--- config.mk ---
export PLATFORM = sky130hd
export DESIGN_NAME = hilo_muldiv_unit
export DESIGN_NICKNAME = d
export VERILOG_FILES = /design/src/rtl/mips_pkg.sv /design/src/rtl/hilo_iter_datapath.sv /design/src/rtl/hilo_muldiv_unit.sv
export SDC_FILE = /design/constraint.sdc
export NUM_CORES = 1
export LEC_CHECK = 0
export BUFFER_PORTS_ARGS = -buffer_cell sky130_fd_sc_hd__buf_2
export CAP_MARGIN = 20
export CORE_ASPECT_RATIO = 1.1
export CORE_UTILIZATION = 57
export DETAILED_ROUTE_END_ITERATION = 12
export PLACE_DENSITY = 0.89
export SLEW_MARGIN = 20
export SYNTH_ARGS = -nofsm -noshare
export SYNTH_HDL_FRONTEND = slang
export SYNTH_SLANG_ARGS = --single-unit
--- constraint.sdc ---
create_clock -name clk -period 4.2 [get_ports clk]
set_input_delay 1.05 -clock clk [delete_from_list [all_inputs] [get_ports clk]]
set_output_delay 1.05 -clock clk [all_outputs]
set_load 0.02 [all_outputs]
--- src/rtl/mips_pkg.sv ---
// Shared definitions for the MIPS core: HI/LO funct codes and the
// multiply/divide sequencer types.
package mips_pkg;

  localparam logic [5:0] FUNCT_MTHI  = 6'h11;
  localparam logic [5:0] FUNCT_MTLO  = 6'h13;
  localparam logic [5:0] FUNCT_MULT  = 6'h18;
  localparam logic [5:0] FUNCT_MULTU = 6'h19;
  localparam logic [5:0] FUNCT_DIV   = 6'h1A;
  localparam logic [5:0] FUNCT_DIVU  = 6'h1B;

  typedef enum logic [1:0] {
    IDLE   = 2'd0,
    CALC   = 2'd1,
    FINISH = 2'd2
  } muldiv_state_t;

  typedef enum logic {
    OP_MUL = 1'b0,
    OP_DIV = 1'b1
  } muldiv_op_t;

endpackage

--- src/rtl/hilo_iter_datapath.sv ---
// Bit-serial multiply/divide datapath: one shift-add (multiply) or one
// restoring shift-subtract (divide) step per enabled cycle on unsigned magnitudes.
module hilo_iter_datapath
  import mips_pkg::*;
#(
  parameter int WIDTH = 32
) (
  input  logic               clk,
  input  logic               rst_n,
  input  logic               load,
  input  logic               step,
  input  muldiv_op_t         op,
  input  logic [WIDTH-1:0]   a_mag,
  input  logic [WIDTH-1:0]   b_mag,
  output logic [2*WIDTH-1:0] acc
);

  logic [2*WIDTH-1:0] acc_r;
  logic [2*WIDTH-1:0] acc_next_s;
  logic [WIDTH-1:0]   opnd_r;
  muldiv_op_t         op_r;
  logic [WIDTH:0]     add_s;
  logic [WIDTH:0]     trial_s;
  logic [WIDTH:0]     diff_s;

  // Next accumulator value for one iteration of the latched operation.
  // Multiply keeps the multiplier in the low half and shifts the product in
  // from the top; divide shifts the dividend out of the low half into the
  // remainder while quotient bits fill in from bit 0.
  always_comb begin
    add_s      = {1'b0, acc_r[2*WIDTH-1:WIDTH]}
               + (acc_r[0] ? {1'b0, opnd_r} : {(WIDTH+1){1'b0}});
    trial_s    = {acc_r[2*WIDTH-1:WIDTH], acc_r[WIDTH-1]};
    diff_s     = trial_s - {1'b0, opnd_r};
    acc_next_s = acc_r;
    case (op_r)
      OP_MUL: acc_next_s = {add_s, acc_r[WIDTH-1:1]};
      OP_DIV: begin
        if (!diff_s[WIDTH]) begin
          acc_next_s = {diff_s[WIDTH-1:0], acc_r[WIDTH-2:0], 1'b1};
        end else begin
          acc_next_s = {trial_s[WIDTH-1:0], acc_r[WIDTH-2:0], 1'b0};
        end
      end
      default: acc_next_s = acc_r;
    endcase
  end

  // Operand load on acceptance, then one iteration per step cycle.
  always_ff @(posedge clk) begin
    if (!rst_n) begin
      acc_r  <= {(2*WIDTH){1'b0}};
      opnd_r <= {WIDTH{1'b0}};
      op_r   <= OP_MUL;
    end else if (load) begin
      op_r <= op;
      if (op == OP_MUL) begin
        acc_r  <= {{WIDTH{1'b0}}, b_mag};
        opnd_r <= a_mag;
      end else begin
        acc_r  <= {{WIDTH{1'b0}}, a_mag};
        opnd_r <= b_mag;
      end
    end else if (step) begin
      acc_r <= acc_next_s;
    end
  end

  assign acc = acc_r;

endmodule

--- src/rtl/hilo_muldiv_unit.sv ---
// Multi-cycle MULT/MULTU/DIV/DIVU unit owning the architectural HI/LO pair;
// also services MTHI/MTLO writes while idle.
module hilo_muldiv_unit
  import mips_pkg::*;
#(
  parameter int WIDTH = 32,
  parameter int CNT_W = 5
) (
  input  logic             clk,
  input  logic             rst_n,
  input  logic             start,
  input  logic [5:0]       funct,
  input  logic [WIDTH-1:0] rs_content,
  input  logic [WIDTH-1:0] rt_content,
  output logic             busy,
  output logic             done,
  output logic [WIDTH-1:0] hi,
  output logic [WIDTH-1:0] lo
);

  muldiv_state_t      state_r, state_next_s;
  logic [CNT_W-1:0]   cnt_r;
  logic               busy_r, done_r;
  logic [WIDTH-1:0]   hi_r, lo_r;
  muldiv_op_t         op_r, op_s;
  logic               neg_res_r, neg_rem_r, div_zero_r;
  logic               is_mul_s, is_div_s, is_signed_s, rs_neg_s, rt_neg_s;
  logic [WIDTH-1:0]   rs_mag_s, rt_mag_s;
  logic               accept_s, step_s, commit_s, mthi_s, mtlo_s;
  logic [2*WIDTH-1:0] acc_s, prod_s;
  logic [WIDTH-1:0]   quot_s, rem_s, res_hi_s, res_lo_s;

  // Request decode and operand magnitudes.
  always_comb begin
    is_mul_s    = (funct == FUNCT_MULT) || (funct == FUNCT_MULTU);
    is_div_s    = (funct == FUNCT_DIV)  || (funct == FUNCT_DIVU);
    is_signed_s = (funct == FUNCT_MULT) || (funct == FUNCT_DIV);
    op_s        = is_div_s ? OP_DIV : OP_MUL;
    rs_neg_s    = is_signed_s & rs_content[WIDTH-1];
    rt_neg_s    = is_signed_s & rt_content[WIDTH-1];
    rs_mag_s    = rs_neg_s ? ({WIDTH{1'b0}} - rs_content) : rs_content;
    rt_mag_s    = rt_neg_s ? ({WIDTH{1'b0}} - rt_content) : rt_content;
    mthi_s      = (state_r == IDLE) && start && (funct == FUNCT_MTHI);
    mtlo_s      = (state_r == IDLE) && start && (funct == FUNCT_MTLO);
  end

  // Sequencer next-state and control strobes.
  always_comb begin
    state_next_s = state_r;
    accept_s     = 1'b0;
    step_s       = 1'b0;
    commit_s     = 1'b0;
    case (state_r)
      IDLE: begin
        if (start && (is_mul_s || is_div_s)) begin
          accept_s     = 1'b1;
          state_next_s = CALC;
        end else begin
          state_next_s = IDLE;
        end
      end
      CALC: begin
        step_s = 1'b1;
        if (cnt_r == {CNT_W{1'b1}}) begin
          state_next_s = FINISH;
        end else begin
          state_next_s = CALC;
        end
      end
      FINISH: begin
        commit_s     = 1'b1;
        state_next_s = IDLE;
      end
      default: state_next_s = IDLE;
    endcase
  end

  hilo_iter_datapath #(.WIDTH(WIDTH)) u_datapath (
    .clk   (clk),
    .rst_n (rst_n),
    .load  (accept_s),
    .step  (step_s),
    .op    (op_s),
    .a_mag (rs_mag_s),
    .b_mag (rt_mag_s),
    .acc   (acc_s)
  );

  // Sign fixup. Negating the divide-by-zero remainder restores the raw
  // dividend, so only the quotient needs forcing to all ones.
  always_comb begin
    prod_s = neg_res_r ? ({(2*WIDTH){1'b0}} - acc_s) : acc_s;
    quot_s = acc_s[WIDTH-1:0];
    rem_s  = acc_s[2*WIDTH-1:WIDTH];
    case (op_r)
      OP_MUL: begin
        res_hi_s = prod_s[2*WIDTH-1:WIDTH];
        res_lo_s = prod_s[WIDTH-1:0];
      end
      OP_DIV: begin
        res_hi_s = neg_rem_r ? ({WIDTH{1'b0}} - rem_s) : rem_s;
        if (div_zero_r) begin
          res_lo_s = {WIDTH{1'b1}};
        end else begin
          res_lo_s = neg_res_r ? ({WIDTH{1'b0}} - quot_s) : quot_s;
        end
      end
      default: begin
        res_hi_s = hi_r;
        res_lo_s = lo_r;
      end
    endcase
  end

  // State, counter, sign flags and the HI/LO architectural registers.
  always_ff @(posedge clk) begin
    if (!rst_n) begin
      state_r    <= IDLE;
      cnt_r      <= {CNT_W{1'b0}};
      busy_r     <= 1'b0;
      done_r     <= 1'b0;
      hi_r       <= {WIDTH{1'b0}};
      lo_r       <= {WIDTH{1'b0}};
      op_r       <= OP_MUL;
      neg_res_r  <= 1'b0;
      neg_rem_r  <= 1'b0;
      div_zero_r <= 1'b0;
    end else begin
      state_r <= state_next_s;
      busy_r  <= (state_next_s != IDLE);
      done_r  <= commit_s;
      if (accept_s) begin
        cnt_r      <= {CNT_W{1'b0}};
        op_r       <= op_s;
        neg_res_r  <= rs_neg_s ^ rt_neg_s;
        neg_rem_r  <= rs_neg_s;
        div_zero_r <= is_div_s && (rt_content == {WIDTH{1'b0}});
      end else if (step_s) begin
        cnt_r <= cnt_r + CNT_W'(1);
      end
      if (commit_s) begin
        hi_r <= res_hi_s;
        lo_r <= res_lo_s;
      end else begin
        if (mthi_s) hi_r <= rs_content;
        if (mtlo_s) lo_r <= rs_content;
      end
    end
  end

  assign busy = busy_r;
  assign done = done_r;
  assign hi   = hi_r;
  assign lo   = lo_r;

endmodule

==> results of run 1 <==
-- worst max-delay path, delay by kind of cell (launching register included) --
kind	cells	cell delay [ns]
AO/OA/AOI/OAI	8	1.92
adder cells (fa/ha/maj)	2	0.58
flip-flops	1	0.52
AND/OR/NAND/NOR	2	0.39
buffers and inverters	2	0.26
XOR/XNOR	1	0.16
-- layout by cell type (no fill, tap or decap), types with 17 or more instances in the layout --
cell       instances
buf_4             46
a31oi_1           36
o21ai_0          135
nand2_1          193
nor2b_1           17
clkbuf_16         17
a221oi_1          22
buf_2            138
o211ai_1          26
a21o_1            22
a21oi_1          157
ha_1              70
o22ai_1           29
nor2_1           159
dfxtp_1          172
nor3_1            46
a22oi_1           22
mux2i_1          104
xor2_1            78
nand3_1           34
o21ai_1           26
xnor2_1           95
inv_1             60
-- sequential cells by signal (all words and copies together), names as in the netlist --
name / flops
u_datapath.acc: 64
busy: 1
div_zero_r: 1
done: 1
lo: 32
hi: 32
op_r: 1
u_datapath.opnd_r: 32
state_r: 2
cnt_r: 5
neg_rem_r: 1
neg_res_r: 1
-- per-stage QoR --
step	instances	setup WS, ns	instance area, sq um	utilization, %	power (mW)
2_1_floorplan	1894	0.7305	14330	-	2.210
3_3_place_gp	2261	0.3693	15300	62.31	2.401
6_report	2293	0.2837	15890	64.71	4.023
5_1_grt	2293	0.01820	15890	64.71	4.126
3_5_place_dp	2261	0.3523	15300	62.31	2.416
4_1_cts	2293	0.2841	15880	64.68	3.975
-- logic make-up (layout without fill, tap and decap cells) --
group	Yosys count	after routing	share of synthesized area [%]
XOR/XNOR	174	174	10.76
AND/OR/NAND/NOR	566	566	18.47
flip-flops	173	173	24.16
buffers and inverters	192	281	5.246
AO/OA/AOI/OAI	601	601	26.76
adder cells (fa/ha/maj)	72	72	6.390
multiplexers	116	116	8.205
-- worst max path at each step --
stage / endpoint / slack (ns) / startpoint
2_1_floorplan: u_datapath.acc[54] / 0.73 / u_datapath.acc[32]
3_3_place_gp: u_datapath.acc[24] / 0.37 / rt_content[3]
3_5_place_dp: u_datapath.acc[24] / 0.35 / rt_content[3]
4_1_cts: u_datapath.acc[59] / 0.28 / u_datapath.acc[0]
5_1_grt: u_datapath.acc[62] / 0.02 / u_datapath.acc[0]
6_report: u_datapath.acc[59] / 0.28 / u_datapath.acc[0]
-- layout make-up --
type | instances | area [sq um] | share of cell area, %
Tap cell | 310 | 387.9 | 2.442
Clock inverter | 12 | 125.1 | 0.7877
Timing Repair Buffer | 185 | 1056 | 6.648
Inverter | 64 | 240.2 | 1.512
Multi-Input combinational cell | 1529 | 10150 | 63.93
Sequential cell | 173 | 3465 | 21.81
Clock buffer | 20 | 456.7 | 2.875
-- power by group through the flow --
stage	combinational [mW]	clock, mW	sequential, mW
2_1_floorplan	0.505	0	1.71
3_3_place_gp	0.690	0	1.71
3_5_place_dp	0.704	0	1.71
4_1_cts	0.711	1.59	1.67
5_1_grt	0.777	1.67	1.68
6_report	0.738	1.61	1.68
-- metal layers --
metal / vias up / routed length (um) / track usage [%]
met5: - / 0 / 0
met4: 0 / 2290 / 18.45
met3: 211 / 5999 / 7.773
met2: 1024 / 22320 / 62.08
met1: 7203 / 18680 / 46.59
li1: 7045 / - / -
==> qor.csv, run 1 <==
stage,metric,value,unit
status,outcome,"finished, final reports clean",
power,Leakage,6.406,nW
die,Die W,153.2,um
clock_network,maximum clock path buffer count,2,
setup_path,r2r setup slk,0.28,ns
layout,fin nets,2115,
setup_path,required time of the worst setup path,4.58,ns
grt,global route overflow,0,
worst_hold_path,WHS Endpoint,cnt_r[4],
placed_design,GPL Wtd Cong,1.051,
grt,antenna violations before repair,0,
setup_path,terminus of the critical flop-to-flop path,u_datapath.acc[59],
synth,fraction of registers with async set/reset,0,%
power,sw frac,30.32,%
clock_network,clk_lat worst skew,0.45,ns
synth,syn_nets,2039,
clock_network,CTS tree,built,
setup_path,crit path cell chain,and2_1 > ha_1 > inv_1 > fa_1 > nand2b_1 > a2111oi_0 > buf_4 > o31a_1 > a21o_1 > a21boi_0 > o22ai_2 > o22ai_1 > xor2_1 > a311o_1 > a31oi_1,
clock_network,CTS-repair resized insts,0,
clock_network,hold_buf cts,0,
power,internal power,2.804,mW
synth,commonest cells in the netlist,"194 x nand2_1, 173 x dfxtp_1, 160 x nor2_1, 157 x a21oi_1, 135 x o21ai_0",
synth,synthesized area per cell,7.568,sq um
die,Initial Util,58.39,%
placed_design,Post-DP HPWL,36530,um
synth,"top cells by area, synth","dfxtp_1 24%, mux2i_1 7.3%, ha_1 6.1%",
die,Die Ht,168.3,um
grt,gr usage total,37.63,%
timing,Max Slew Vio Count,0,
synth,Post-synth top flop,dfxtp_1,
worst_hold_path,HP Class,reg -> reg,
drt,detailed-route vias per instance,6.752,
placed_design,Buffers on Ports,138,
timing,RSZ-0062 raised after global routing,no,
synth,Yosys top cell area share,24.16,%
power,Worst IR Drop VDD,0.2652,mV
setup_path,Worst R2R Start,u_datapath.acc[0],
timing,setup TNS,0,ns
synth,sequential fraction of the synthesis area,24.16,%
grt,vias in the first global route,14440,
drt,1st-pass router iterations,6,
layout,Ant. Diodes,0,
drt,Antenna Nets Post-Route,0,
synth,area of the mapped netlist,14330,sq um
timing,final setup fails,0,
setup_path,CP max stage cell,dfxtp_1,
clock_network,CTS Root Buffer Type,clkbuf_16,
worst_hold_path,hold wc startpoint,cnt_r[4],
power,Clock power frac,40.0,%
grt,first-pass GRT wire length,77140,um
timing,relative slew slack,28.30,%
setup_path,max incr delay on CP,0.52,ns
synth,Syn Inst Count,1894,
synth,"EDFF count, synth",0,
drt,Avg WL per Cell,21.49,um
layout,layout cells sized above 1,13.51,%
timing,Worst Skew,0.01391,ns
run,MaxCap Viol Count,0,
power,Pwr Density,253.3,nW/um^2
drt,detailed-route DRC error count,0,
setup_path,CP arrival,4.29,ns
clock_network,Num CTS Buffers,17,
die,Core Area,24550,sq um
synth,most numerous cell in the Yosys netlist,nand2_1,
synth,warnings from Yosys,0,
drt,DRT iter0 DRCs,1857,
timing,maximum clock frequency,255.3,MHz
clock_network,H-tree levels,4,
worst_hold_path,Hold Crit Depth,2,
layout,FILL cells,2035,
timing,fin crit share,93.25,%
synth,Synth Register Bits,173,
setup_path,CP Capture Type,flop,
setup_path,Crit Path Max Fanout,7,
die,die area,25790,sq um
layout,Syn-to-layout area delta,10.82,%
setup_path,worst r2r path cells,15,
drt,DR vias,15480,
synth,top cell type by total area after synthesis,dfxtp_1,
power,switching power,1.220,mW
timing,Worst-Margin Slew,1.076,ns
power,Comb pwr share,18.4,%
timing,final hold viol count,0,
clock_network,total clock sinks,173,
drt,final WL,49290,um
setup_path,CP Launch Type,flop,
power,share of power burned in registers,41.6,%
die,# IOs,139,
timing,fin crit period,3.916,ns
grt,largest net degree at the start of global routing,89,
clock_network,post-CTS setup buffer count,0,
setup_path,critical path type,reg -> reg,
timing,worst hold margin,0.4683,ns
clock_network,clk slew on worst S/H paths,0.07,ns
synth,synth unique cells,85,
die,Rows,60,
No activity file was read; power rests on OpenSTA's default activity.
==> run 2, diff against run 1 <==
Settings changed: BUFFER_PORTS_ARGS -buffer_cell sky130_fd_sc_hd__buf_2 to -buffer_cell sky130_fd_sc_hd__clkbuf_2.
==> qor.csv, run 2 (synthesis results as in run 1) <==
stage,metric,value,unit,change
clock_network,CTS tree,built,,unchanged
worst_hold_path,hold wc startpoint,u_datapath.opnd_r[3],,was cnt_r[4]
clock_network,clk_lat worst skew,0.45,ns,about the same
timing,maximum clock frequency,254.0,MHz,was 255.3 MHz
status,outcome,"finished, final reports clean",,unchanged
placed_design,area of placed instances,15350,sq um,was 15300 sq um
power,"Power, Total",3.960,mW,was 4.023 mW
placed_design,placed insts,2266,,was 2261
setup_path,terminus of the critical flop-to-flop path,u_datapath.acc[59],,unchanged
layout,Layout Cells excl Fill,2298,,was 2293
layout,"commonest cells after routing, fill and taps aside","193 x nand2_1, 172 x dfxtp_1, 159 x nor2_1, 157 x a21oi_1, 138 x clkbuf_2",,"was 193 x nand2_1, 172 x dfxtp_1, 159 x nor2_1, 157 x a21oi_1, 138 x buf_2"
setup_path,CP arrival,4.31,ns,was 4.29 ns
timing,relative slew slack,30.24,%,was 28.30%
power,Pwr Density,249.0,nW/um^2,was 253.3 nW/um^2
worst_hold_path,Hold Crit Depth,2,,unchanged
timing,setup TNS,0,ns,unchanged
clock_network,H-tree levels,4,,unchanged
clock_network,CTS Root Buffer Type,clkbuf_16,,unchanged
clock_network,Num CTS Buffers,17,,unchanged
die,Initial Util,58.39,%,unchanged
die,# IOs,139,,unchanged
layout,Multi-input gate area,10150,sq um,about the same
setup_path,worst r2r path cells,15,,unchanged
drt,1st-pass router iterations,8,,was 6
die,Core Area,24550,sq um,unchanged
setup_path,r2r setup slk,0.26,ns,was 0.28 ns
setup_path,CP Launch Type,flop,,unchanged
grt,first-pass GRT wire length,76290,um,was 77140 um
grt,largest net degree at the start of global routing,89,,unchanged
layout,layout cells sized above 1,13.68,%,was 13.51%
placed_design,pre-CTS setup slack,0.3742,ns,was 0.3523 ns
setup_path,Crit Path Max Fanout,7,,unchanged
drt,final WL,48580,um,was 49290 um
timing,RSZ-0062 raised after global routing,no,,unchanged
clock_network,total clock sinks,173,,unchanged
clock_network,hold_buf cts,0,,unchanged
layout,design area,15900,sq um,was 15890 sq um
placed_design,GPL Wtd Cong,1.006,,was 1.051
die,Rows,60,,unchanged
setup_path,CP Capture Type,flop,,unchanged
setup_path,critical path type,reg -> reg,,unchanged
drt,detailed-route vias per instance,6.496,,was 6.752
placed_design,Post-DP HPWL,36580,um,was 36530 um
layout,Ant. Diodes,0,,unchanged
grt,vias in the first global route,14150,,was 14440
worst_hold_path,WHS Endpoint,u_datapath.opnd_r[3],,was cnt_r[4]
layout,max FFs per register,64,,unchanged
placed_design,Buffers on Ports,138,,unchanged
layout,fin nets,2120,,was 2115
timing,Worst Skew,0.01126,ns,was 0.01391 ns
drt,Avg WL per Cell,21.14,um,was 21.49 um
timing,fin crit share,93.75,%,was 93.25%
drt,DR vias,14930,,was 15480
power,Worst IR Drop VDD,0.2237,mV,was 0.2652 mV
drt,detailed-route DRC error count,0,,unchanged
timing,final hold viol count,0,,unchanged
timing,Max Slew Vio Count,0,,unchanged
timing,final setup fails,0,,unchanged
die,Die Ht,168.3,um,unchanged
clock_network,CTS-repair resized insts,0,,unchanged
grt,global route overflow,0,,unchanged
power,Leakage,6.367,nW,was 6.406 nW
die,Die W,153.2,um,unchanged
setup_path,required time of the worst setup path,4.58,ns,about the same
die,die area,25790,sq um,unchanged
clock_network,clk slew on worst S/H paths,0.07,ns,about the same
timing,fin crit period,3.937,ns,was 3.916 ns
timing,Worst-Margin Slew,1.046,ns,was 1.076 ns
run,MaxCap Viol Count,0,,unchanged
layout,"commonest non-fill, non-tap cell in the layout",nand2_1,,unchanged
grt,gr usage total,37.41,%,was 37.63%
worst_hold_path,HP Class,reg -> reg,,unchanged
setup_path,Worst R2R Start,u_datapath.acc[0],,unchanged
drt,Antenna Nets Post-Route,0,,unchanged
layout,Syn-to-layout area delta,10.94,%,was 10.82%
layout,register area,3465,sq um,unchanged
drt,DRT iter0 DRCs,1515,,was 1857
grt,antenna violations before repair,0,,unchanged
layout,FILL cells,2133,,was 2035
clock_network,maximum clock path buffer count,2,,unchanged
timing,post-route setup slack,0.2627,ns,was 0.2837 ns
clock_network,post-CTS setup buffer count,0,,unchanged
## run 2: changes by cell type in the layout (fill, tap and decap cells not counted), sizes merged
cell	change
clkbuf	+135
buf	-133
clkinvlp	+4
clkinv	-3
inv	+3
bufinv	-1
## run 2: how the worst max path moves through the flow
stage	startpoint	end	slack, ns	depth (start not counted)
6_report	u_datapath.acc[0]	u_datapath.acc[59]	0.26	15
2_1_floorplan	u_datapath.acc[32]	u_datapath.acc[54]	0.73	13
5_1_grt	u_datapath.acc[0]	u_datapath.acc[61]	0.06	14
4_1_cts	u_datapath.acc[0]	u_datapath.acc[59]	0.33	15
3_5_place_dp	u_datapath.acc[31]	u_datapath.acc[32]	0.37	14
3_3_place_gp	u_datapath.acc[0]	u_datapath.acc[59]	0.43	15
## run 2: metrics by stage
stage          util [%]  hold slack (ns)
5_1_grt           64.78           0.4750
3_3_place_gp      62.52           0.4395
3_5_place_dp      62.52           0.4529
4_1_cts           64.78           0.4664
6_report          64.78           0.4627
2_1_floorplan         -           0.4319
## run 2: layer usage
| metal | up-vias | track usage [%] | part of all wire, % |
|---|---|---|---|
| met5 | - | 0 | 0 |
| met4 | 0 | 17.48 | 3.9 |
| met3 | 138 | 7.928 | 11 |
| met2 | 857 | 60.67 | 45 |
| met1 | 6893 | 47.36 | 40 |
| li1 | 7040 | - | - |
## run 2: worst max-delay path, stage by stage (launching register included)
cell and delay (ns):
dfxtp_1 0.49, and2_1 0.19, ha_1 0.20, inv_1 0.07
fa_1 0.40, nand2b_1 0.20, a2111oi_0 0.38, buf_4 0.19
o31a_1 0.18, a21o_1 0.17, a21boi_0 0.19, o22ai_1 0.39
o22ai_1 0.17, xor2_1 0.18, a311o_1 0.35, a31oi_1 0.13
## run 2: report_power, final
part           internal, mW  switching, mW  total, mW  leakage (nW)
clock                 0.777          0.764       1.54         0.259
combinational         0.295          0.450      0.744          4.71
sequential             1.65         0.0207       1.67          1.40
## run 2: area by class of cell
| type | instances | share of cell area, % |
|---|---|---|
| inverter | 64 | 1.511 |
| timing repair buffer | 190 | 6.956 |
| clock inverter | 15 | 0.8105 |
| clock buffer | 17 | 2.675 |
| multi-input combinational | 1529 | 63.82 |
| tap | 310 | 2.439 |
| sequential | 173 | 21.79 |
